`config.mk`:
```
export PLATFORM = sky130hd
export DESIGN_NAME = color_manager_report_encoder_flat
export DESIGN_NICKNAME = d
export VERILOG_FILES = /design/src/rtl/color_manager_report_encoder_if.sv /design/src/rtl/color_manager_report_encoder.sv /design/src/flat_wrapper.sv
export SDC_FILE = /design/constraint.sdc
export NUM_CORES = 1
export LEC_CHECK = 0
export BUFFER_PORTS_ARGS = -buffer_cell sky130_fd_sc_hd__buf_2
export CORE_MARGIN = 4
export CORE_UTILIZATION = 40
export DETAILED_ROUTE_END_ITERATION = 7
export GPL_TIMING_DRIVEN = 0
export SLEW_MARGIN = 20
export SYNTH_ARGS = -nofsm -noshare
export SYNTH_HDL_FRONTEND = slang
export SYNTH_SLANG_ARGS = --single-unit
```
`constraint.sdc`:
```
create_clock -name Clk -period 1.6 [get_ports Clk]
set_input_delay 0.32 -clock Clk [delete_from_list [all_inputs] [get_ports Clk]]
set_output_delay 0.32 -clock Clk [all_outputs]
set_load 0.03 [all_outputs]
```
`src/rtl/color_manager_report_encoder_if.sv`:
```
// Report-encoder bus: event/status strobes in, TX FIFO byte stream out.
// The master side produces events and owns the FIFO; the encoder is the slave.
interface color_manager_report_encoder_if #(
    parameter int UART_DATA_WIDTH           = 8,
    parameter int CONFIG_NOTIFICATION_WIDTH = 4,
    parameter int CONFIG_ERROR_WIDTH        = 4,
    parameter int CONFIG_STATUS_WIDTH       = 4
);
    logic [CONFIG_NOTIFICATION_WIDTH-1:0] Config_Notification;
    logic                                 Config_Notification_Valid;
    logic [CONFIG_ERROR_WIDTH-1:0]        Config_Error;
    logic                                 Error_Valid;
    logic [CONFIG_STATUS_WIDTH-1:0]       Config_Status;
    logic                                 Status_Req;
    logic                                 Full;
    logic [UART_DATA_WIDTH-1:0]           TXD_Data;
    logic                                 Wr_En;
    logic                                 Busy;
    logic                                 Dropped;

    modport master (
        output Config_Notification, Config_Notification_Valid, Config_Error, Error_Valid,
               Config_Status, Status_Req, Full,
        input  TXD_Data, Wr_En, Busy, Dropped
    );

    modport slave (
        input  Config_Notification, Config_Notification_Valid, Config_Error, Error_Valid,
               Config_Status, Status_Req, Full,
        output TXD_Data, Wr_En, Busy, Dropped
    );
endinterface

```
`src/rtl/color_manager_report_encoder.sv`:
```
// Frames error/notification/status events as two-byte reports (header, payload)
// into a TX FIFO, with one-deep pending slots and error > notification > status priority.
module color_manager_report_encoder #(
    parameter int UART_DATA_WIDTH           = 8,
    parameter int CONFIG_NOTIFICATION_WIDTH = 4,
    parameter int CONFIG_ERROR_WIDTH        = 4,
    parameter int CONFIG_STATUS_WIDTH       = 4
) (
    input logic                           Clk,
    input logic                           Rst,
    color_manager_report_encoder_if.slave bus
);

    localparam logic [UART_DATA_WIDTH-1:0] HDR_NTF = UART_DATA_WIDTH'(8'hA1);
    localparam logic [UART_DATA_WIDTH-1:0] HDR_ERR = UART_DATA_WIDTH'(8'hA2);
    localparam logic [UART_DATA_WIDTH-1:0] HDR_STS = UART_DATA_WIDTH'(8'hA3);

    typedef enum logic [1:0] {
        ST_IDLE = 2'b00,
        ST_HDR  = 2'b01,
        ST_PAY  = 2'b10
    } state_t;

    state_t                               state_r;
    state_t                               next_state_s;
    logic                                 err_pend_r;
    logic [CONFIG_ERROR_WIDTH-1:0]        err_code_r;
    logic                                 ntf_pend_r;
    logic [CONFIG_NOTIFICATION_WIDTH-1:0] ntf_code_r;
    logic                                 sts_pend_r;
    logic                                 load_err_s;
    logic                                 load_ntf_s;
    logic                                 load_sts_s;
    logic [UART_DATA_WIDTH-1:0]           tx_hdr_r;
    logic [UART_DATA_WIDTH-1:0]           tx_pay_r;
    logic [UART_DATA_WIDTH-1:0]           err_ext_s;
    logic [UART_DATA_WIDTH-1:0]           ntf_ext_s;
    logic [UART_DATA_WIDTH-1:0]           sts_ext_s;
    logic [UART_DATA_WIDTH-1:0]           txd_s;
    logic                                 wr_en_s;
    logic                                 drop_s;
    logic                                 dropped_r;

    // Zero-extend each code to a payload byte.
    always_comb begin
        err_ext_s = {UART_DATA_WIDTH{1'b0}};
        ntf_ext_s = {UART_DATA_WIDTH{1'b0}};
        sts_ext_s = {UART_DATA_WIDTH{1'b0}};
        err_ext_s[CONFIG_ERROR_WIDTH-1:0]        = err_code_r;
        ntf_ext_s[CONFIG_NOTIFICATION_WIDTH-1:0] = ntf_code_r;
        sts_ext_s[CONFIG_STATUS_WIDTH-1:0]       = bus.Config_Status;
    end

    // Next-state logic and priority slot selection.
    always_comb begin
        next_state_s = state_r;
        load_err_s   = 1'b0;
        load_ntf_s   = 1'b0;
        load_sts_s   = 1'b0;
        case (state_r)
            ST_IDLE: begin
                if (err_pend_r) begin
                    load_err_s   = 1'b1;
                    next_state_s = ST_HDR;
                end else if (ntf_pend_r) begin
                    load_ntf_s   = 1'b1;
                    next_state_s = ST_HDR;
                end else if (sts_pend_r) begin
                    load_sts_s   = 1'b1;
                    next_state_s = ST_HDR;
                end else begin
                    next_state_s = ST_IDLE;
                end
            end
            ST_HDR: begin
                if (!bus.Full) begin
                    next_state_s = ST_PAY;
                end else begin
                    next_state_s = ST_HDR;
                end
            end
            ST_PAY: begin
                if (!bus.Full) begin
                    next_state_s = ST_IDLE;
                end else begin
                    next_state_s = ST_PAY;
                end
            end
            default: begin
                next_state_s = ST_IDLE;
            end
        endcase
    end

    // FIFO write port: the byte and strobe follow the state and Full directly.
    always_comb begin
        txd_s   = {UART_DATA_WIDTH{1'b0}};
        wr_en_s = 1'b0;
        case (state_r)
            ST_HDR: begin
                txd_s   = tx_hdr_r;
                wr_en_s = !bus.Full;
            end
            ST_PAY: begin
                txd_s   = tx_pay_r;
                wr_en_s = !bus.Full;
            end
            default: begin
                txd_s   = {UART_DATA_WIDTH{1'b0}};
                wr_en_s = 1'b0;
            end
        endcase
    end

    // A strobe on a slot that stays pending this edge loses the older code.
    assign drop_s = (bus.Error_Valid               && err_pend_r && !load_err_s) ||
                    (bus.Config_Notification_Valid && ntf_pend_r && !load_ntf_s) ||
                    (bus.Status_Req                && sts_pend_r && !load_sts_s);

    // State register.
    always_ff @(posedge Clk or negedge Rst) begin
        if (!Rst) begin
            state_r <= ST_IDLE;
        end else begin
            state_r <= next_state_s;
        end
    end

    // Pending slots: a new capture wins over a same-edge load of that slot.
    always_ff @(posedge Clk or negedge Rst) begin
        if (!Rst) begin
            err_pend_r <= 1'b0;
            err_code_r <= {CONFIG_ERROR_WIDTH{1'b0}};
            ntf_pend_r <= 1'b0;
            ntf_code_r <= {CONFIG_NOTIFICATION_WIDTH{1'b0}};
            sts_pend_r <= 1'b0;
        end else begin
            if (bus.Error_Valid) begin
                err_pend_r <= 1'b1;
                err_code_r <= bus.Config_Error;
            end else if (load_err_s) begin
                err_pend_r <= 1'b0;
            end
            if (bus.Config_Notification_Valid) begin
                ntf_pend_r <= 1'b1;
                ntf_code_r <= bus.Config_Notification;
            end else if (load_ntf_s) begin
                ntf_pend_r <= 1'b0;
            end
            if (bus.Status_Req) begin
                sts_pend_r <= 1'b1;
            end else if (load_sts_s) begin
                sts_pend_r <= 1'b0;
            end
        end
    end

    // TX registers; status payload samples the live status word at load time.
    always_ff @(posedge Clk or negedge Rst) begin
        if (!Rst) begin
            tx_hdr_r <= {UART_DATA_WIDTH{1'b0}};
            tx_pay_r <= {UART_DATA_WIDTH{1'b0}};
        end else if (load_err_s) begin
            tx_hdr_r <= HDR_ERR;
            tx_pay_r <= err_ext_s;
        end else if (load_ntf_s) begin
            tx_hdr_r <= HDR_NTF;
            tx_pay_r <= ntf_ext_s;
        end else if (load_sts_s) begin
            tx_hdr_r <= HDR_STS;
            tx_pay_r <= sts_ext_s;
        end
    end

    // One-cycle overwrite indication.
    always_ff @(posedge Clk or negedge Rst) begin
        if (!Rst) begin
            dropped_r <= 1'b0;
        end else begin
            dropped_r <= drop_s;
        end
    end

    assign bus.TXD_Data = txd_s;
    assign bus.Wr_En    = wr_en_s;
    assign bus.Dropped  = dropped_r;
    assign bus.Busy     = (state_r != ST_IDLE) || err_pend_r || ntf_pend_r || sts_pend_r;

endmodule

```
`src/flat_wrapper.sv`:
```
// flat-port wrapper written by rule: the top's interface ports become plain ports
module color_manager_report_encoder_flat 
#(
    parameter int UART_DATA_WIDTH           = 8,
    parameter int CONFIG_NOTIFICATION_WIDTH = 4,
    parameter int CONFIG_ERROR_WIDTH        = 4,
    parameter int CONFIG_STATUS_WIDTH       = 4
)
  (Clk, Rst, bus_Config_Notification, bus_Config_Notification_Valid, bus_Config_Error, bus_Error_Valid, bus_Config_Status, bus_Status_Req, bus_Full, bus_TXD_Data, bus_Wr_En, bus_Busy, bus_Dropped);
  color_manager_report_encoder_if #(.UART_DATA_WIDTH(UART_DATA_WIDTH), .CONFIG_NOTIFICATION_WIDTH(CONFIG_NOTIFICATION_WIDTH), .CONFIG_ERROR_WIDTH(CONFIG_ERROR_WIDTH), .CONFIG_STATUS_WIDTH(CONFIG_STATUS_WIDTH)) bus_i ();
  input logic Clk;
  input logic Rst;
  input wire logic [$bits(bus_i.Config_Notification)-1:0] bus_Config_Notification;
  input wire logic [$bits(bus_i.Config_Notification_Valid)-1:0] bus_Config_Notification_Valid;
  input wire logic [$bits(bus_i.Config_Error)-1:0] bus_Config_Error;
  input wire logic [$bits(bus_i.Error_Valid)-1:0] bus_Error_Valid;
  input wire logic [$bits(bus_i.Config_Status)-1:0] bus_Config_Status;
  input wire logic [$bits(bus_i.Status_Req)-1:0] bus_Status_Req;
  input wire logic [$bits(bus_i.Full)-1:0] bus_Full;
  output wire logic [$bits(bus_i.TXD_Data)-1:0] bus_TXD_Data;
  output wire logic [$bits(bus_i.Wr_En)-1:0] bus_Wr_En;
  output wire logic [$bits(bus_i.Busy)-1:0] bus_Busy;
  output wire logic [$bits(bus_i.Dropped)-1:0] bus_Dropped;
  assign bus_i.Config_Notification = bus_Config_Notification;
  assign bus_i.Config_Notification_Valid = bus_Config_Notification_Valid;
  assign bus_i.Config_Error = bus_Config_Error;
  assign bus_i.Error_Valid = bus_Error_Valid;
  assign bus_i.Config_Status = bus_Config_Status;
  assign bus_i.Status_Req = bus_Status_Req;
  assign bus_i.Full = bus_Full;
  assign bus_TXD_Data = bus_i.TXD_Data;
  assign bus_Wr_En = bus_i.Wr_En;
  assign bus_Busy = bus_i.Busy;
  assign bus_Dropped = bus_i.Dropped;
  color_manager_report_encoder #(.UART_DATA_WIDTH(UART_DATA_WIDTH), .CONFIG_NOTIFICATION_WIDTH(CONFIG_NOTIFICATION_WIDTH), .CONFIG_ERROR_WIDTH(CONFIG_ERROR_WIDTH), .CONFIG_STATUS_WIDTH(CONFIG_STATUS_WIDTH)) u_core (.Clk(Clk), .Rst(Rst), .bus(bus_i));
endmodule
```
==> impl_metrics.env <==
export IMPL_overflow=0
export IMPL_dieWidth_um=60.62
export IMPL_pwr_share_clk_pct=11.4
export IMPL_holdWs_ps=196.6
export IMPL_gr_usage_met3_pct=4.894
export IMPL_slowest_delay_ps=440
export IMPL_grt_max_degree=22
export IMPL_max_freq_mhz=540.5
export IMPL_io_pins=29
export IMPL_setup_ws_ps=-250.3
export IMPL_power_density_nw_per_um2=1631
export IMPL_p_comb_share_pct=55.1
export IMPL_hold_viol_final=0
export IMPL_synth_distinct_cells=32
export IMPL_path_clk_slew_ps=120
export IMPL_min_path_type="in -> reg"
export IMPL_clk_latency_ps=310
export IMPL_maxCapViolations=0
export IMPL_switching_power_uw=923.5
export IMPL_multi_input_area_sq_um=544.3
export IMPL_die_h_um=60.62
export IMPL_hpwlAfterDp_mm=1.617
export IMPL_power_internal_uw=1378
export IMPL_grt_met2_usage_pct=22.44
export IMPL_ys_seq_elements=21
export IMPL_area_growth_synth_to_final_pct=27.46
export IMPL_startpoint_type="flop"
export IMPL_post_route_period_util_pct=115.6
export IMPL_crit_type="reg -> out"
export IMPL_finClkSkew_ps=2.790
export IMPL_drcViolationCount=0
export IMPL_rsz0062_at_grt="yes"
export IMPL_grt_first_pass_wirelength_mm=3.712
export IMPL_ant_nets=0
export IMPL_n_fill_cell=248
export IMPL_vdd_drop_max_mv=1.070
export IMPL_dr_total_vias=827
export IMPL_fin_util_pct=54.97
export IMPL_ys_seq_area_share_pct=47.46
export IMPL_port_buffers=25
export IMPL_cts_buffers_inserted=3
export IMPL_cts_buffer_depth=2
export IMPL_firstDrtPassIters=5
export IMPL_crit_chain="inv_2 > ha_4 > nand2b_4 > or3_1 > buf_6"
export IMPL_crit_path_end_kind="primary output"
export IMPL_slowest_stage="dfrtp_1"
export IMPL_wirelength_mm=2.232
export IMPL_busiest_layer="met2"
export IMPL_seq_power_share_pct=33.5
export IMPL_track_usage_pct=13.61
export IMPL_core_sq_um=2567
export IMPL_initial_core_util_pct=43.13
export IMPL_drv_slew=0
export IMPL_vias_per_cell=5.137
export IMPL_fin_tns_setup_ps=-1367
export IMPL_cp_max_fo=3
export IMPL_cts_tree="built"
export IMPL_synthCells=95
export IMPL_synthArstFlopShare_pct=100.0
export IMPL_root_buffer="clkbuf_4"
export IMPL_violations="negative setup slack"
export IMPL_rows=18
export IMPL_regArea_sq_um=525.5
export IMPL_status="complete, but fails checks"
export IMPL_crit_family="flip-flops"
export IMPL_synth_edf_count=0
export IMPL_crit_buf_inv=2
export IMPL_cts_sinks=21
export IMPL_critical_path_arrival_ps=1530
export IMPL_avgSynthCellArea_sq_um=11.66
export IMPL_place_gp_congestion=0.7639
export IMPL_hold_path_depth=3
export IMPL_r2r_cells=6
export IMPL_swShare_pct=40.13
export IMPL_nNetsFinal=155
export IMPL_finalSetupViolations=8
export IMPL_n_antenna_cell=0
export IMPL_drt_iter0_markers=20
export IMPL_required_ps=1280
export IMPL_crit_cells=5
export IMPL_fin_crit_ps=1850
export IMPL_p_leak_uw=0.0006793
export IMPL_yosysWarningCount=0
export IMPL_syn_area_sq_um=1107
export IMPL_drive_gt1_share_pct=45.04
export IMPL_die_area_sq_um=3674
export IMPL_h_tree_depth=1
export IMPL_use_met1_pct=17.13
export IMPL_wl_per_cell_um=13.86
export IMPL_antenna_found_initial=0
export IMPL_grt_pass1_vias=792
export IMPL_ys_flop_type="dfrtp_1"
-- registers in the layout, summed over array words and instances (netlist names) --
name                cells
u_core.bus.Dropped      1
u_core.err_pend_r       1
u_core.tx_pay_r         4
u_core.tx_hdr_r         3
u_core.err_code_r       4
u_core.ntf_pend_r       1
u_core.state_r          2
u_core.sts_pend_r       1
u_core.ntf_code_r       4
-- path summary, 6_finish.rpt --
path | from | endpoint | slack, ps
setup reg to reg | u_core.state_r[0]$_DFF_PN0_ | u_core.bus.Dropped$_DFF_PN0_ | 80
min in group asynchronous | Rst | u_core.state_r[0]$_DFF_PN0_ | 480
hold / removal | bus_Status_Req | u_core.sts_pend_r$_DFFE_PN0P_ | 200
max in group asynchronous | Rst | u_core.ntf_code_r[2]$_DFFE_PN0P_ | 790
setup / recovery | u_core.state_r[1]$_DFF_PN0_ | bus_Busy | -250
hold reg to reg | u_core.tx_hdr_r[5]$_DFFE_PN0P_ | u_core.tx_hdr_r[5]$_DFFE_PN0P_ | 480
-- cells by family after synthesis --
| kind of cell | Yosys count | share of synthesized area (%) |
|---|---|---|
| multiplexers | 13 | 12.66 |
| AND/OR/NAND/NOR | 19 | 12.54 |
| buffers and inverters | 14 | 7.231 |
| adder cells (fa/ha/maj) | 5 | 5.650 |
| AO/OA/AOI/OAI | 22 | 14.12 |
| flip-flops | 21 | 47.46 |
| other | 1 | 0.3387 |
-- timing repair --
action	in CTS	in global routing
pin swaps	1	0
gates resized for setup	15	3
gates cloned	0	0
setup buffers	4	1
hold endpoints to repair	21	0
endpoints found under the setup margin	8	13
hold buffers	1	0
-- area by class of cell --
| cell class | count | area share (%) |
|---|---|---|
| plain buffers | 7 | 3.812 |
| clock buffers | 3 | 1.596 |
| clock inverters | 1 | 0.3546 |
| inverters | 7 | 1.862 |
| multi-input cells | 61 | 38.56 |
| flip-flops and latches | 21 | 37.23 |
| well taps | 30 | 2.660 |
| repair buffers | 31 | 13.92 |
-- synth_stat cells (2+ instances only) --
cell	instances	area share, %
a21o_1	3	2.0
a21oi_1	2	0.90
a22oi_1	3	2.0
a32oi_1	4	3.2
and3_1	2	1.1
buf_4	3	2.0
buf_6	2	2.0
dfrtp_1	21	47
ha_1	5	5.6
inv_1	7	2.4
mux2_2	8	8.1
mux2i_1	5	4.5
nand2_1	3	1.0
nand3b_1	2	1.4
nor2b_1	3	1.7
o21ai_1	5	2.3
o31ai_1	2	1.4
-- placed cells by master (no fill, tap or decap), drive strengths merged, types with 2 or more instances in the layout --
| master | instances |
|---|---|
| nand3b | 4 |
| a21oi | 3 |
| mux2i | 5 |
| buf | 36 |
| and2 | 2 |
| o21ai | 5 |
| a32oi | 4 |
| ha | 5 |
| nand2 | 3 |
| a22oi | 3 |
| and3 | 2 |
| clkbuf | 4 |
| conb | 2 |
| dfrtp | 21 |
| inv | 7 |
| o31ai | 2 |
| a21o | 3 |
| mux2 | 8 |
| nor2b | 3 |
-- power groups by stage --
stage	logic (uW)	registers [uW]	clock network (uW)
after floorplan	806	769	0
after global placement	1040	771	0
after detailed placement	1050	778	0
after CTS	1220	769	272
after global routing	1390	793	301
final	1270	771	262
-- per-layer routing --
metal / wire (um) / share of wire (%) / up-vias
met1: 950 / 43 / 398
met4: 15 / 0.67 / 0
met5: 0 / 0 / -
met2: 1121 / 50 / 21
li1: - / - / 406
met3: 145 / 6.5 / 2
-- stage by stage --
stage	total power, uW	cell area [sq um]	instances	worst slack [ps]
detailed placement	1832	1274	151	-101.7
finish	2301	1411	161	-250.3
CTS	2258	1383	160	-250.4
global route	2481	1411	161	-309.8
global placement	1815	1274	151	-104.7
floorplan	1574	1111	96	26.81
-- tightest hold or removal path, delay by kind of cell --
family	cells	cell delay, ps
buffers and inverters	2	110
and+or+nand+nor	1	50
No activity file was read; power rests on OpenSTA's default activity.
